$ cat config.mk
export PLATFORM = sky130hd
export DESIGN_NAME = if_id_stage
export DESIGN_NICKNAME = d
export VERILOG_FILES = /design/src/rtl/core_pkg.sv /design/src/rtl/fetch_skid_buf.sv /design/src/rtl/if_id_stage.sv
export SDC_FILE = /design/constraint.sdc
export NUM_CORES = 1
export LEC_CHECK = 0
export ABC_AREA = 1
export BUFFER_PORTS_ARGS = -buffer_cell sky130_fd_sc_hd__buf_2
export CORE_ASPECT_RATIO = 1.4
export CORE_MARGIN = 10
export CORE_UTILIZATION = 45
export CTS_BUF_LIST = sky130_fd_sc_hd__clkbuf_8
export DETAILED_ROUTE_END_ITERATION = 6
export PLACE_DENSITY = 0.72
export SLEW_MARGIN = 20
export SYNTH_ARGS = -nofsm -noshare
export SYNTH_HDL_FRONTEND = slang
export SYNTH_SLANG_ARGS = --single-unit
$ cat constraint.sdc
create_clock -name clock -period 2.7 [get_ports clock]
set_clock_uncertainty 0.05 [all_clocks]
set_input_delay 0.54 -clock clock [delete_from_list [all_inputs] [get_ports clock]]
set_output_delay 0.54 -clock clock [all_outputs]
set_load 0.005 [all_outputs]
$ cat src/rtl/core_pkg.sv
`default_nettype none
// ============================================================================
// Module      : core_pkg
// Description : Shared types and constants for the five-stage RISC-V core
//               front end: XLEN, reset PC, canonical NOP and the fetch FSM
//               state encoding.
// Revision    : 1.0 - initial release
// ============================================================================
package core_pkg;

    localparam int XLEN = 32;

    localparam logic [XLEN-1:0] RESET_PC = 32'h0100_0000;
    localparam logic [XLEN-1:0] NOP_INST = 32'h0000_0013;  // addi x0,x0,0

    typedef enum logic [1:0] {
        ISSUE = 2'd0,   // drive a request this cycle
        WAIT  = 2'd1,   // one request outstanding
        HELD  = 2'd2    // response parked in the skid buffer
    } fetch_state_t;

endpackage
`default_nettype wire

$ cat src/rtl/fetch_skid_buf.sv
`default_nettype none
// ============================================================================
// Module      : fetch_skid_buf
// Description : One-entry {pc, inst} holding register used when a fetch
//               response returns while decode is stalled.
// Ports       : clock, reset   - clock / synchronous active-high reset
//               load_i         - capture pc_i/inst_i, become full
//               drain_i        - entry consumed, become empty
//               clear_i        - discard entry (flush)
//               pc_i, inst_i   - entry to capture
//               full_o         - entry valid
//               pc_o, inst_o   - stored entry
// Revision    : 1.0 - initial release
// ============================================================================
module fetch_skid_buf
    import core_pkg::*;
(
    input  logic            clock,
    input  logic            reset,
    input  logic            load_i,
    input  logic            drain_i,
    input  logic            clear_i,
    input  logic [XLEN-1:0] pc_i,
    input  logic [XLEN-1:0] inst_i,
    output logic            full_o,
    output logic [XLEN-1:0] pc_o,
    output logic [XLEN-1:0] inst_o
);

    logic            full_q;
    logic [XLEN-1:0] pc_q;
    logic [XLEN-1:0] inst_q;

    always_ff @(posedge clock) begin
        if (reset || clear_i) begin
            full_q <= 1'b0;
        end else if (load_i) begin
            full_q <= 1'b1;
        end else if (drain_i) begin
            full_q <= 1'b0;
        end
    end

    // Payload is only meaningful while full, so it needs no reset.
    always_ff @(posedge clock) begin
        if (load_i) begin
            pc_q   <= pc_i;
            inst_q <= inst_i;
        end
    end

    assign full_o = full_q;
    assign pc_o   = pc_q;
    assign inst_o = inst_q;

endmodule
`default_nettype wire

$ cat src/rtl/if_id_stage.sv
`default_nettype none
// ============================================================================
// Module      : if_id_stage
// Description : Instruction fetch plus IF/ID pipeline register. Issues one
//               imem request at a time, tolerates any response latency >= 1,
//               parks a response in a skid buffer while decode stalls, and
//               squashes the slot and any in-flight fetch on flush.
// Ports       : clock, reset          - clock / synchronous active-high reset
//               pc_in                 - current fetch PC
//               stall, flush          - hazard hold / branch redirect
//               imem_req, imem_addr   - request strobe and address
//               imem_rvalid/rdata     - response
//               pc_advance            - instruction handed to decode this cycle
//               id_valid/id_pc/id_inst- IF/ID slot
// Revision    : 1.0 - initial release
// ============================================================================
module if_id_stage
    import core_pkg::*;
#(
    parameter logic [XLEN-1:0] RESET_PC = core_pkg::RESET_PC,
    parameter logic [XLEN-1:0] NOP_INST = core_pkg::NOP_INST
) (
    input  logic            clock,
    input  logic            reset,
    input  logic [XLEN-1:0] pc_in,
    input  logic            stall,
    input  logic            flush,
    output logic            imem_req,
    output logic [XLEN-1:0] imem_addr,
    input  logic            imem_rvalid,
    input  logic [XLEN-1:0] imem_rdata,
    output logic            pc_advance,
    output logic            id_valid,
    output logic [XLEN-1:0] id_pc,
    output logic [XLEN-1:0] id_inst
);

    fetch_state_t    state_q, state_d;
    logic            drop_q, drop_d;
    logic [XLEN-1:0] fetch_pc_q, fetch_pc_d;
    logic            id_valid_q, id_valid_d;
    logic [XLEN-1:0] id_pc_q, id_pc_d;
    logic [XLEN-1:0] id_inst_q, id_inst_d;

    logic            skid_load, skid_drain, skid_clear, skid_full;
    logic [XLEN-1:0] skid_pc, skid_inst;
    logic            slot_free;

    assign slot_free = !id_valid_q || !stall;

    fetch_skid_buf u_skid (
        .clock   (clock),
        .reset   (reset),
        .load_i  (skid_load),
        .drain_i (skid_drain),
        .clear_i (skid_clear),
        .pc_i    (fetch_pc_q),
        .inst_i  (imem_rdata),
        .full_o  (skid_full),
        .pc_o    (skid_pc),
        .inst_o  (skid_inst)
    );

    always_comb begin
        state_d    = state_q;
        drop_d     = drop_q;
        fetch_pc_d = fetch_pc_q;
        id_valid_d = id_valid_q;
        id_pc_d    = id_pc_q;
        id_inst_d  = id_inst_q;
        skid_load  = 1'b0;
        skid_drain = 1'b0;
        skid_clear = 1'b0;
        imem_req   = 1'b0;
        pc_advance = 1'b0;

        if (reset) begin
            state_d    = ISSUE;
            // A response owed to a request cut off by reset may still land
            // after release; remember to throw it away. Once in ISSUE the
            // flag simply holds for the remainder of a long reset.
            drop_d     = drop_q || (state_q == WAIT);
            id_valid_d = 1'b0;
            id_pc_d    = RESET_PC;
            id_inst_d  = NOP_INST;
        end else begin
            case (state_q)
                ISSUE: begin
                    imem_req   = 1'b1;
                    fetch_pc_d = pc_in;
                    state_d    = WAIT;
                    // The request just issued belongs to the squashed path.
                    if (flush) begin
                        drop_d = 1'b1;
                    end
                end
                WAIT: begin
                    if (flush) begin
                        if (imem_rvalid) begin
                            drop_d  = 1'b0;
                            state_d = ISSUE;
                        end else begin
                            drop_d  = 1'b1;
                        end
                    end else if (imem_rvalid) begin
                        if (drop_q) begin
                            drop_d  = 1'b0;
                            state_d = ISSUE;
                        end else if (slot_free) begin
                            id_valid_d = 1'b1;
                            id_pc_d    = fetch_pc_q;
                            id_inst_d  = imem_rdata;
                            pc_advance = 1'b1;
                            state_d    = ISSUE;
                        end else begin
                            skid_load  = 1'b1;
                            state_d    = HELD;
                        end
                    end
                end
                HELD: begin
                    if (flush) begin
                        skid_clear = 1'b1;
                        state_d    = ISSUE;
                    end else if (!stall && skid_full) begin
                        id_valid_d = 1'b1;
                        id_pc_d    = skid_pc;
                        id_inst_d  = skid_inst;
                        skid_drain = 1'b1;
                        pc_advance = 1'b1;
                        state_d    = ISSUE;
                    end
                end
                default: begin
                    state_d = ISSUE;
                end
            endcase

            // Flush overrides both capture and stall on the slot itself;
            // id_pc is left alone on purpose.
            if (flush) begin
                id_valid_d = 1'b0;
                id_inst_d  = NOP_INST;
            end
        end
    end

    always_ff @(posedge clock) begin
        state_q    <= state_d;
        drop_q     <= drop_d;
        fetch_pc_q <= fetch_pc_d;
        id_valid_q <= id_valid_d;
        id_pc_q    <= id_pc_d;
        id_inst_q  <= id_inst_d;
    end

    assign imem_addr = pc_in;
    assign id_valid  = id_valid_q;
    assign id_pc     = id_pc_q;
    assign id_inst   = id_inst_q;

endmodule
`default_nettype wire

After elaboration in Yosys (flattened, before gate mapping):

Cells that the tools add are included.

* register bits: 165
* latch bits: 0
* bits in writable memories: 0
* memory bits (read-only): 0
* output and inout port bits: 99
* logic and storage cells: 91
* memories kept: 0

* $add $sub $neg: 0
* multiply operators: 0
* divide/modulo/power cells: 0
* magnitude comparators: 0
* equal/unequal tests: 11
* shifts and indexed selects: 0
* muxes and demuxes: 54
* bitwise logic cells: 1
* reductions and logical operators: 16

Operator list (number)
* 32-bit 2-to-1 mux: 10
* 32-bit case mux with 2 select lines: 2
* 1-bit 2-to-1 mux: 31
* 2-bit 2-to-1 mux: 7
* 2-bit != test, second input constant: 6
* 7-bit AND reduction: 1
* 3-bit != test, second input constant: 2
* 1-bit case mux with 2 select lines: 3
* 2-bit case mux with 3 select lines: 1
* 5-bit AND reduction: 1
* 4-bit != test, second input constant: 1
* 2-bit AND reduction: 2
* 2-bit nonzero test: 2
* 1-bit logical OR: 3
* 3-bit AND reduction: 1
* 3-bit nonzero test: 1
* 2-bit by 1-bit equality test with 1-bit output, second input constant: 1
* 2-bit equality test, second input constant: 1
* 1-bit zero test: 2
* 2-bit zero test: 1
* 2-bit OR reduction: 1
* 1-bit logical AND: 1
* 1-bit inverter: 1

Longest topological paths before layout:

Gate-level depths: netlist of run 1.

* depth in word-level cells: 9
* gate-level depth with buffers: 11
* gate-level depth less buffers: 9

Hierarchy:

Synthesis of run 1 repeated with hierarchy kept, for this count alone.

* cell total of the unflattened synthesis: 780
* area, all modules: 7049.3 um2

Modules (own cells, without submodules)
* if_id_stage: instances 1, cells an instance 708, area each 5076.1 um2, sequential area each 2332.2 um2
* fetch_skid_buf: instances 1, cells an instance 72, area each 1973.1 um2, sequential area each 1941.9 um2

Least setup slack after synthesis of run 1:

OpenSTA, ideal clock, no wires.

* path kind: reg2reg
* start: reg state_q[1]
* end: reg u_skid.inst_q[0], in the netlist u_skid.inst_o[0], enable pin
* library setup time: 0.418 ns
* data arrival time: 2.228 ns
* setup slack: 0.004 ns
* stages on the path, launching flop included: 8
* path buffers: 1
* period minus slack after synthesis: 2.696 ns
* cell sequence: dfxtp_1 > inv_1 > ha_1 > clkbuf_2 > nand2_1 > nor3_1 > nand2_1 > inv_1

* longest elaborated chain between the ends: 3

RTL lines
* start: declaration: RTL line if_id_stage.sv:38 `fetch_state_t state_q, state_d;`
* start signal: assignment: RTL line if_id_stage.sv:149 `state_q <= state_d;`
* 2-bit by 1-bit equality test with 1-bit output: RTL line if_id_stage.sv:87 `case (state_q)`
* 1-bit 2-to-1 mux: RTL line if_id_stage.sv:87
* 1-bit 2-to-1 mux: RTL line if_id_stage.sv:77 `if (reset) begin`
* named net skid_load: RTL line if_id_stage.sv:45 `logic skid_load, skid_drain, skid_clear, skid_full;`
* end signal: assignment: RTL line fetch_skid_buf.sv:48 `inst_q <= inst_i;`
* end: declaration: RTL line fetch_skid_buf.sv:32 `logic [XLEN-1:0] inst_q;`

The timed path passes the listed nets, and every way through them passes these cells.
A chain may end at the register's enable or synchronous reset.

Worst setup path after layout of run 1:

* start: reg state_q[0]
* end: out pc_advance

* longest elaborated chain between the ends: 3
* elaborated cells between the ends (all ways): 4
* classes of those cells: eq/ne (2); mux (2)

RTL lines
* 2-bit equality test or 2-bit by 1-bit equality test with 1-bit output (tied branches): RTL line if_id_stage.sv:87
* 1-bit case mux with 2 select lines *: RTL line if_id_stage.sv:87
* 1-bit 2-to-1 mux *: RTL line if_id_stage.sv:77
* end: declaration: RTL line if_id_stage.sv:32 `output logic pc_advance,`

Mark *: on every way between the ends. The rest lies on a longest branch, timed or not.

==> results of run 1 <==
-- metal layers --
| layer | wire length, µm | up-vias |
|---|---|---|
| li1 | - | 2688 |
| met1 | 6770 | 2357 |
| met2 | 8480 | 123 |
| met3 | 632 | 20 |
| met4 | 328 | 0 |
| met5 | 0 | - |
-- critical path: cells and delay by family, from the launching register on --
family | cells | cell delay [ns]
flip-flops | 1 | 0.33
AND/OR/NAND/NOR | 3 | 0.32
AO/OA/AOI/OAI | 1 | 0.11
adder cells (fa/ha/maj) | 1 | 0.41
buffers and inverters | 2 | 0.24
-- worst max-delay path by stage --
stage,to,slack [ns],start,depth (start not counted)
after floorplan,u_skid.inst_o[0]$_DFFE_PP_,0.004,state_q[1]$_SDFFE_PP0P_,7
after global placement,pc_advance,0.52,flush,8
after detailed placement,pc_advance,0.51,flush,8
after CTS,pc_advance,0.22,state_q[0]$_SDFFE_PP0P_,7
after global routing,pc_advance,0.11,state_q[0]$_SDFFE_PP0P_,7
final,pc_advance,0.26,state_q[0]$_SDFFE_PP0P_,7
-- flip-flops by register name (all words and copies together), names as in the netlist --
signal / flops
fetch_pc_q: 32
id_inst: 32
id_pc: 32
u_skid.inst_o: 32
u_skid.pc_o: 32
state_q: 2
drop_q: 1
id_valid: 1
u_skid.full_o: 1
-- report_power, final --
part	internal [mW]	switching, mW	total, mW
Sequential	2.84	0.0840	2.92
Clock	0.749	0.948	1.70
Combinational	0.336	0.588	0.924
Total	3.92	1.62	5.54
-- final cells by class --
type / instances / area [µm²] / share of cell area [%]
clock inverters: 15 / 140 / 1.73
multi-input cells: 457 / 1960 / 24.1
clock buffers: 17 / 234 / 2.88
flip-flops and latches: 165 / 4270 / 52.6
inverters: 77 / 292 / 3.59
repair buffers: 182 / 986 / 12.1
well taps: 192 / 240 / 2.96
-- placed cells by master, fill, tap and decap left out, types with 2 or more instances in the layout --
cell      count
nand2_1     205
buf_2       167
nor2_1      131
edfxtp_1     97
inv_1        73
dfxtp_1      68
nand3_1      40
nand4_1      33
a21oi_1      32
clkbuf_8     17
buf_4        12
o21ai_0       5
inv_6         5
inv_4         3
clkinv_4      3
buf_12        3
inv_2         2
clkinv_1      2
o22ai_1       2
nand2_2       2
ha_1          2
-- kinds of logic after synthesis --
kind of cell / Yosys count / synth area share [%]
AO/OA/AOI/OAI: 40 / 2.93
adder cells (fa/ha/maj): 3 / 0.539
AND/OR/NAND/NOR: 414 / 24.3
flip-flops: 165 / 61.4
buffers and inverters: 153 / 10.8
-- stage by stage --
stage | cell area (µm²) | worst slack [ns] | hold WS [ns] | utilization (%)
global placement | 7750 | 0.522 | 0.381 | 51.2
global route | 8120 | 0.114 | 0.196 | 53.7
floorplan | 6960 | 0.00382 | 0.376 | -
finish | 8120 | 0.263 | 0.228 | 53.7
CTS | 8120 | 0.221 | 0.201 | 53.7
detailed placement | 7750 | 0.512 | 0.386 | 51.2
==> impl_metrics.py, run 1 <==
metrics = {
    "run_status": {
        "outcome": "complete, no violations",
    },
    "clock_network": {
        "clk_latency_ns": 0.44,
        "cts_made_buffers": 17,
        "cts.htree.levels": 4,
        "cts_hold_buf": 0,
        "clkTransAtPathRegs_ns": 0.10,
        "post_cts_resize_count": 0,
        "cts_root_buffer": "clkbuf_8",
        "cts_tree": "done",
        "cts.sinks": 165,
        "cts_buffer_depth": 2,
        "post_cts_buffers": 0,
    },
    "logic_synthesis": {
        "synth_edf_count": 97,
        "ys_seq_area_share_pct": 61.4,
        "async_reset_ff_share_pct": 0,
        "ys_seq_elements": 165,
        "ys_types": 22,
        "syn_inst": 775,
        "synth_area_leaders": "edfxtp_1, dfxtp_1, nand2_1",
        "synth_most_common_cell": "nand2_1",
        "synth_ff_type": "edfxtp_1",
        "synth_common_cells": "nand2_1, nor2_1, edfxtp_1, inv_1, dfxtp_1",
        "netlist.area_leader.share_pct": 41.8,
        "synthesis.nets": 847,
        "syn_area_per_cell_um2": 8.98,
        "yosys.area.top_type": "edfxtp_1",
        "yosys_warnings": 0,
        "syn_area_mm2": 0.00696,
    },
    "finish": {
        "final_cells": 1105,
        "finalNetCount": 972,
        "n_antenna_cell": 0,
        "fillers": 1443,
        "drive_gt1_share_pct": 24.2,
        "area_growth_pct": 16.7,
    },
    "floorplanning": {
        "die_y_um": 167,
        "fp.coreArea_mm2": 0.0151,
        "die_area_mm2": 0.0209,
        "std_cell_rows": 53,
        "die_w_um": 125,
        "io_pins": 168,
        "start_util_pct": 46.0,
    },
    "global_route": {
        "grtUsageMet2_pct": 27.5,
        "antenna_found_initial": 0,
        "grt_pass1_wl_um": 26000,
        "grt_max_degree": 69,
        "grt_busiest_layer": "met2",
        "met1_usage_pct": 17.1,
        "grt_overflow": 0,
        "track_usage_pct": 15.2,
        "grtUsageMet3_pct": 3.16,
        "grt_pass1_vias": 5069,
    },
    "placement": {
        "dp.cells": 1073,
        "placement.io_buffers": 167,
        "dp_hpwl_um": 11100,
        "place_congestion": 0.792,
    },
    "pwr": {
        "p_per_area_mw_per_mm2": 683,
        "vdd_ir_drop_max_v": 0.000281,
        "total_power_mw": 5.54,
        "cellLeakagePower_nw": 3.85,
    },
    "sta": {
        "setup_viol": 0,
        "post-route-period-util_pct": 90.3,
        "finalMaxSlewViolations": 0,
        "relSlewSlack_pct": 55.6,
        "fin_tns_setup_ns": 0,
        "hold_viol": 0,
        "tightest_slew_ns": 0.666,
        "period_minus_slack_ns": 2.44,
        "rsz0062_at_grt": "false",
        "fmax_mhz": 410,
    },
    "critical_path": {
        "required_ns": 2.11,
        "path_max_fanout": 33,
        "crit_chain": "inv_1, ha_4, nand4_1, o21ai_0, nand2_1, nor2_1, buf_2",
        "start_kind": "flop",
        "critical_path_class": "flop to primary output",
        "crit_slowest_cell": "ha_4",
        "max_stage_delay_ns": 0.41,
        "r2r-end": "state_q[1]$_SDFFE_PP0P_",
        "rr_startpoint": "state_q[0]$_SDFFE_PP0P_",
        "arrival_ns": 1.85,
        "reg2reg_depth": 8,
        "end_kind": "primary output",
        "rrSetupSlack_ns": 0.53,
    },
    "route": {
        "wl_per_cell_um": 14.7,
        "drtIter0Drc": 359,
        "avgViaCountPerCell": 4.70,
        "drc": 0,
        "drt_first_pass_iters": 5,
        "vias": 5188,
        "wirelength_um": 16200,
        "ant_nets": 0,
    },
    "job": {
        "cap_viol_max_count": 0,
    },
    "worst_hold_path": {
        "hold_depth": 1,
        "hold_end": "u_skid.inst_o[30]$_DFFE_PP_",
        "hold_start": "imem_rdata[30]",
        "hold_class": "primary input to flop",
    },
}
Note: power is estimated with default switching activity, not from simulation.
==> run 2: changes to the inputs <==
--- a/config.mk
+++ b/config.mk
@@ -5,8 +5,8 @@
 export SDC_FILE = /design/constraint.sdc
 export NUM_CORES = 1
 export LEC_CHECK = 0
-export ABC_AREA = 1
 export BUFFER_PORTS_ARGS = -buffer_cell sky130_fd_sc_hd__buf_2
+export CAP_MARGIN = 20
 export CORE_ASPECT_RATIO = 1.4
 export CORE_MARGIN = 10
 export CORE_UTILIZATION = 45
==> impl_metrics.py, run 2 <==
metrics = {
    "worst_hold_path": {
        "hold_class": "primary input to flop",
    },
    "route": {
        "drt_first_pass_iters": 5,
        "avgViaCountPerCell": 5.44,
        "wl_per_cell_um": 19.5,
        "ant_nets": 0,
        "drtIter0Drc": 220,
        "wirelength_um": 15600,
        "drc": 0,
        "vias": 4370,
    },
    "sta": {
        "rsz0062_at_grt": "false",
        "post-route-period-util_pct": 96.3,
        "setup_ws_ns": 0.100,
        "setup_viol": 0,
        "hold_viol": 0,
        "fmax_mhz": 385,
        "finalMaxSlewViolations": 0,
        "relSlewSlack_pct": 50.3,
        "tightest_slew_ns": 0.745,
        "fin_tns_setup_ns": 0,
        "period_minus_slack_ns": 2.60,
    },
    "floorplanning": {
        "start_util_pct": 45.7,
        "die_w_um": 122,
        "die_area_mm2": 0.0199,
        "die_y_um": 163,
        "std_cell_rows": 52,
        "fp.coreArea_mm2": 0.0144,
        "io_pins": 168,
    },
    "placement": {
        "post-place-ws_ns": 0.403,
        "placement.io_buffers": 167,
        "dp_hpwl_um": 10700,
        "place_congestion": 0.776,
    },
    "finish": {
        "final_common_cell": "buf_2",
        "n_antenna_cell": 0,
        "fillers": 1221,
        "drive_gt1_share_pct": 37.7,
        "area_growth_pct": 18.0,
        "final_cell_mix": "buf_2, edfxtp_1, dfxtp_1",
        "finalNetCount": 674,
    },
    "logic_synthesis": {
        "ys_seq_elements": 165,
        "synth_xor_xnor_area_share_pct": 0,
        "synth_ff_type": "edfxtp_1",
        "syn_area_mm2": 0.00657,
        "synth_most_common_cell": "edfxtp_1",
        "synth_common_cells": "edfxtp_1, dfxtp_1, mux2i_1, a211oi_1, buf_4",
        "ys_seq_area_share_pct": 65.1,
        "yosys.area.top_type": "edfxtp_1",
        "syn_inst": 471,
        "synthesis.nets": 543,
        "async_reset_ff_share_pct": 0,
        "syn_area_per_cell_um2": 13.9,
        "synth_top_family_by_area": "compound AO/OA/AOI/OAI gates",
        "synth_mux_area_share_pct": 10.1,
        "ys_types": 37,
        "synth_area_leaders": "edfxtp_1, dfxtp_1, mux2i_1",
        "yosys.area_share.simple_pct": 2.23,
        "netlist.area_leader.share_pct": 44.4,
        "yosys_warnings": 0,
        "synth-compound-area-share_pct": 14.9,
        "synthAdderAreaFrac_pct": 0.572,
        "synth_edf_count": 97,
    },
    "clock_network": {
        "cts_hold_buf": 0,
        "cts_made_buffers": 17,
        "clkTransAtPathRegs_ns": 0.09,
        "cts_tree": "done",
        "cts.htree.levels": 4,
        "cts.sinks": 165,
        "cts_root_buffer": "clkbuf_8",
        "cts_buffer_depth": 2,
        "clk_latency_ns": 0.43,
    },
    "global_route": {
        "grt_pass1_vias": 4661,
        "grt_overflow": 0,
        "grt_pass1_wl_um": 24400,
        "track_usage_pct": 15.4,
        "grt_max_degree": 43,
        "antenna_found_initial": 1,
    },
    "critical_path": {
        "start_kind": "flop",
        "path_max_fanout": 7,
        "crit_chain": "inv_1, ha_4, inv_1, nor4b_4, a32oi_1, nor3b_1, buf_2",
        "critical_path_class": "flop to primary output",
        "rrSetupSlack_ns": 0.60,
        "arrival_ns": 2.01,
        "required_ns": 2.11,
        "max_stage_delay_ns": 0.35,
        "cpMostUsedCell": "inv_1",
        "end_kind": "primary output",
        "crit_slowest_cell": "dfxtp_1",
    },
    "job": {
        "cap_viol_max_count": 0,
    },
    "pwr": {
        "cellLeakagePower_nw": 2.82,
        "vdd_ir_drop_max_v": 0.000336,
        "p_per_area_mw_per_mm2": 649,
    },
    "run_status": {
        "outcome": "complete, no violations",
    },
}
[run 2: routing by layer]
layer / part of all wire (%) / wire length (µm) / GRT usage [%]
met1: 41 / 6360 / 17.3
met3: 6.5 / 1020 / 4.65
met2: 51 / 8030 / 26.6
met5: 0.083 / 13 / 0
met4: 1.4 / 225 / 6.28
[run 2: kinds of logic after synthesis]
group / Yosys count
buffers and inverters: 75
flip-flops: 165
AND/OR/NAND/NOR: 23
AO/OA/AOI/OAI: 139
multiplexers: 66
adder cells (fa/ha/maj): 3
[run 2: worst paths after layout]
kind	from	end	depth (start not counted)
worst max register to register	state_q[1]$_SDFFE_PP0P_	u_skid.pc_o[11]$_DFFE_PP_	6
worst min-delay path	pc_in[7]	fetch_pc_q[7]$_DFFE_PP_	1
worst min register to register	fetch_pc_q[3]$_DFFE_PP_	u_skid.pc_o[3]$_DFFE_PP_	0
worst max-delay path	state_q[1]$_SDFFE_PP0P_	pc_advance	7
[run 2: cell type report]
| type | count | area [µm²] | share of cell area [%] |
|---|---|---|---|
| Clock buffer | 17 | 234 | 3.02 |
| Inverter | 6 | 22.5 | 0.291 |
| Clock inverter | 15 | 146 | 1.89 |
| Timing Repair Buffer | 181 | 953 | 12.3 |
| Sequential cell | 165 | 4270 | 55.1 |
| Multi-Input combinational cell | 231 | 1880 | 24.3 |
| Tap cell | 189 | 236 | 3.05 |
[run 2: critical path: cells and delay by family (launching register included)]
family,cells,cell delay [ns]
AND/OR/NAND/NOR,2,0.54
buffers and inverters,3,0.40
flip-flops,1,0.35
adder cells (fa/ha/maj),1,0.20
AO/OA/AOI/OAI,1,0.09
[run 2: power by group]
| group | leakage, nW | internal [mW] | switching (mW) | total [mW] |
|---|---|---|---|---|
| Sequential | 1.44 | 2.76 | 0.0530 | 2.81 |
| Clock | 0.194 | 0.754 | 0.940 | 1.69 |
| Combinational | 1.18 | 0.216 | 0.309 | 0.525 |
[run 2: repair_timing]
action / 4_1_cts / 5_1_grt
gates cloned: 0 / 0
gates resized for setup: 2 / 1
setup endpoints to repair: 1 / 1
buffers inserted: 0 / 0
[run 2: per-stage QoR]
stage	power [mW]	instance area [µm²]	std cells	hold WS [ns]	utilization (%)
finish	5.03	7750	804	0.236	53.9
global route	5.26	7750	804	0.201	53.9
CTS	5.10	7740	804	0.201	53.8
detailed placement	3.40	7350	772	0.388	51.1
global placement	3.38	7350	772	0.380	51.1
floorplan	3.19	6570	471	0.368	-
==> run 3: changes to the inputs <==
--- a/config.mk
+++ b/config.mk
@@ -7,12 +7,14 @@
 export LEC_CHECK = 0
 export BUFFER_PORTS_ARGS = -buffer_cell sky130_fd_sc_hd__buf_2
 export CAP_MARGIN = 20
+export CELL_PAD_IN_SITES_DETAIL_PLACEMENT = 1
+export CELL_PAD_IN_SITES_GLOBAL_PLACEMENT = 2
 export CORE_ASPECT_RATIO = 1.4
 export CORE_MARGIN = 10
-export CORE_UTILIZATION = 45
+export CORE_UTILIZATION = 33
 export CTS_BUF_LIST = sky130_fd_sc_hd__clkbuf_8
 export DETAILED_ROUTE_END_ITERATION = 6
-export PLACE_DENSITY = 0.72
+export PLACE_DENSITY_LB_ADDON = 0.1
 export SLEW_MARGIN = 20
 export SYNTH_ARGS = -nofsm -noshare
 export SYNTH_HDL_FRONTEND = slang
==> impl_metrics.py, run 3 (same netlist as run 2, synthesis figures left out) <==
metrics = {
    "run_status": {
        "outcome": "complete, no violations",
    },
    "floorplanning": {
        "fp.coreArea_mm2": 0.0197,
        "start_util_pct": 33.4,
        "die_area_mm2": 0.0260,
        "die_y_um": 187,
        "io_pins": 168,
        "std_cell_rows": 61,
        "die_w_um": 139,
    },
    "finish": {
        "area_growth_pct": 20.0,
        "final_common_cell": "buf_2",
        "finalNetCount": 678,
        "final_cells": 871,
        "n_antenna_cell": 0,
        "utilization_pct": 40.0,
        "drive_gt1_share_pct": 38.0,
        "final_cell_mix": "buf_2, edfxtp_1, dfxtp_1",
    },
    "global_route": {
        "grt_pass1_vias": 5073,
        "grt_overflow": 0,
        "grt_pass1_wl_um": 28400,
        "track_usage_pct": 13.6,
        "grt_max_degree": 45,
        "antenna_found_initial": 0,
    },
    "clock_network": {
        "cts.sinks": 165,
        "cts.htree.levels": 4,
        "cts_made_buffers": 17,
        "cts_tree": "done",
        "cts_buffer_depth": 2,
        "cts_hold_buf": 0,
        "clk_latency_ns": 0.45,
        "clkTransAtPathRegs_ns": 0.09,
        "cts_root_buffer": "clkbuf_8",
    },
    "critical_path": {
        "r2r-end": "id_pc[24]$_SDFFE_PP1P_",
        "rr_startpoint": "state_q[0]$_SDFFE_PP0P_",
        "start_kind": "flop",
        "arrival_ns": 1.97,
        "required_ns": 2.11,
        "critical_path_class": "flop to primary output",
        "reg2reg_depth": 7,
        "crit_start": "state_q[1]$_SDFFE_PP0P_",
        "rrSetupSlack_ns": 0.50,
        "critPathCapture": "pc_advance",
        "path_max_fanout": 7,
        "end_kind": "primary output",
    },
    "route": {
        "drt_first_pass_iters": 4,
        "avgViaCountPerCell": 5.09,
        "vias": 4435,
        "ant_nets": 0,
        "drtIter0Drc": 207,
        "drc": 0,
        "wirelength_um": 18000,
        "wl_per_cell_um": 20.7,
    },
    "sta": {
        "rsz0062_at_grt": "false",
        "setup_viol": 0,
        "hold_viol": 0,
        "finalMaxSlewViolations": 0,
        "tightest_slew_ns": 0.809,
        "fmax_mhz": 391,
        "period_minus_slack_ns": 2.56,
        "relSlewSlack_pct": 46.0,
        "fin_tns_setup_ns": 0,
        "post-route-period-util_pct": 94.7,
    },
    "pwr": {
        "p_per_area_mw_per_mm2": 653,
        "vdd_ir_drop_max_v": 0.000255,
        "cellLeakagePower_nw": 2.85,
        "total_power_mw": 5.15,
    },
    "worst_hold_path": {
        "hold_class": "primary input to flop",
    },
    "placement": {
        "dp.cells": 839,
        "dp_hpwl_um": 12200,
        "placement.io_buffers": 167,
        "place_congestion": 0.706,
    },
    "job": {
        "cap_viol_max_count": 0,
    },
}
[run 3: changes by cell type in the layout (fill, tap and decap cells not counted), sizes merged]
cell	before	now
clkinv	7	2
buf	181	185
clkinvlp	1	3
bufinv	1	2
clkbuf	17	18
inv	12	13
[run 3: cell type report]
| type | instances | area [µm²] |
|---|---|---|
| Sequential cell | 165 | 4270 |
| Clock inverter | 14 | 138 |
| Timing Repair Buffer | 185 | 996 |
| Inverter | 6 | 22.5 |
| Multi-Input combinational cell | 231 | 1890 |
| Clock buffer | 18 | 248 |
| Tap cell | 252 | 315 |
| Fill cell | 2135 | 11800 |
[run 3: worst min path at each step]
stage,from,endpoint,slack (ns),depth (start not counted)
final,pc_in[9],fetch_pc_q[9]$_DFFE_PP_,0.22,1
after global routing,imem_rdata[26],u_skid.inst_o[26]$_DFFE_PP_,0.17,1
after CTS,pc_in[21],fetch_pc_q[21]$_DFFE_PP_,0.17,1
after detailed placement,fetch_pc_q[24]$_DFFE_PP_,u_skid.pc_o[24]$_DFFE_PP_,0.38,0
after global placement,fetch_pc_q[24]$_DFFE_PP_,u_skid.pc_o[24]$_DFFE_PP_,0.38,0
after floorplan,fetch_pc_q[24]$_DFFE_PP_,u_skid.pc_o[24]$_DFFE_PP_,0.37,0
[run 3: stage by stage]
stage	area (µm²)	worst slack (ns)	hold WS [ns]
floorplan	6570	0.327	0.368
global placement	7470	0.324	0.378
detailed placement	7470	0.235	0.378
CTS	7880	0.0527	0.170
global route	7880	0.0118	0.174
finish	7880	0.143	0.216
[run 3: power breakdown]
group,switching [mW],internal (mW)
Combinational,0.325,0.221
Sequential,0.0573,2.76
Clock,0.937,0.843
Total,1.32,3.83
[run 3: per-layer routing]
metal | wire length, µm | vias to the layer above | global-route usage (%)
met1 | 7680 | 2251 | 15.3
met3 | 855 | 13 | 4.24
met5 | 0 | - | 0
li1 | - | 2057 | -
met2 | 9250 | 114 | 23.9
met4 | 203 | 0 | 4.26
[run 3: worst max-delay path, stage by stage, from the launching register on]
cell	delay, ns
dfxtp_1	0.35
inv_1	0.12
ha_4	0.20
inv_1	0.10
nor4b_4	0.27
a32oi_1	0.11
nor3b_2	0.22
buf_2	0.15
[run 3: what timing repair did]
action / 4_1_cts / 5_1_grt
resized for setup: 4 / 0
setup buffers: 0 / 0
endpoints found under the setup margin: 1 / 0
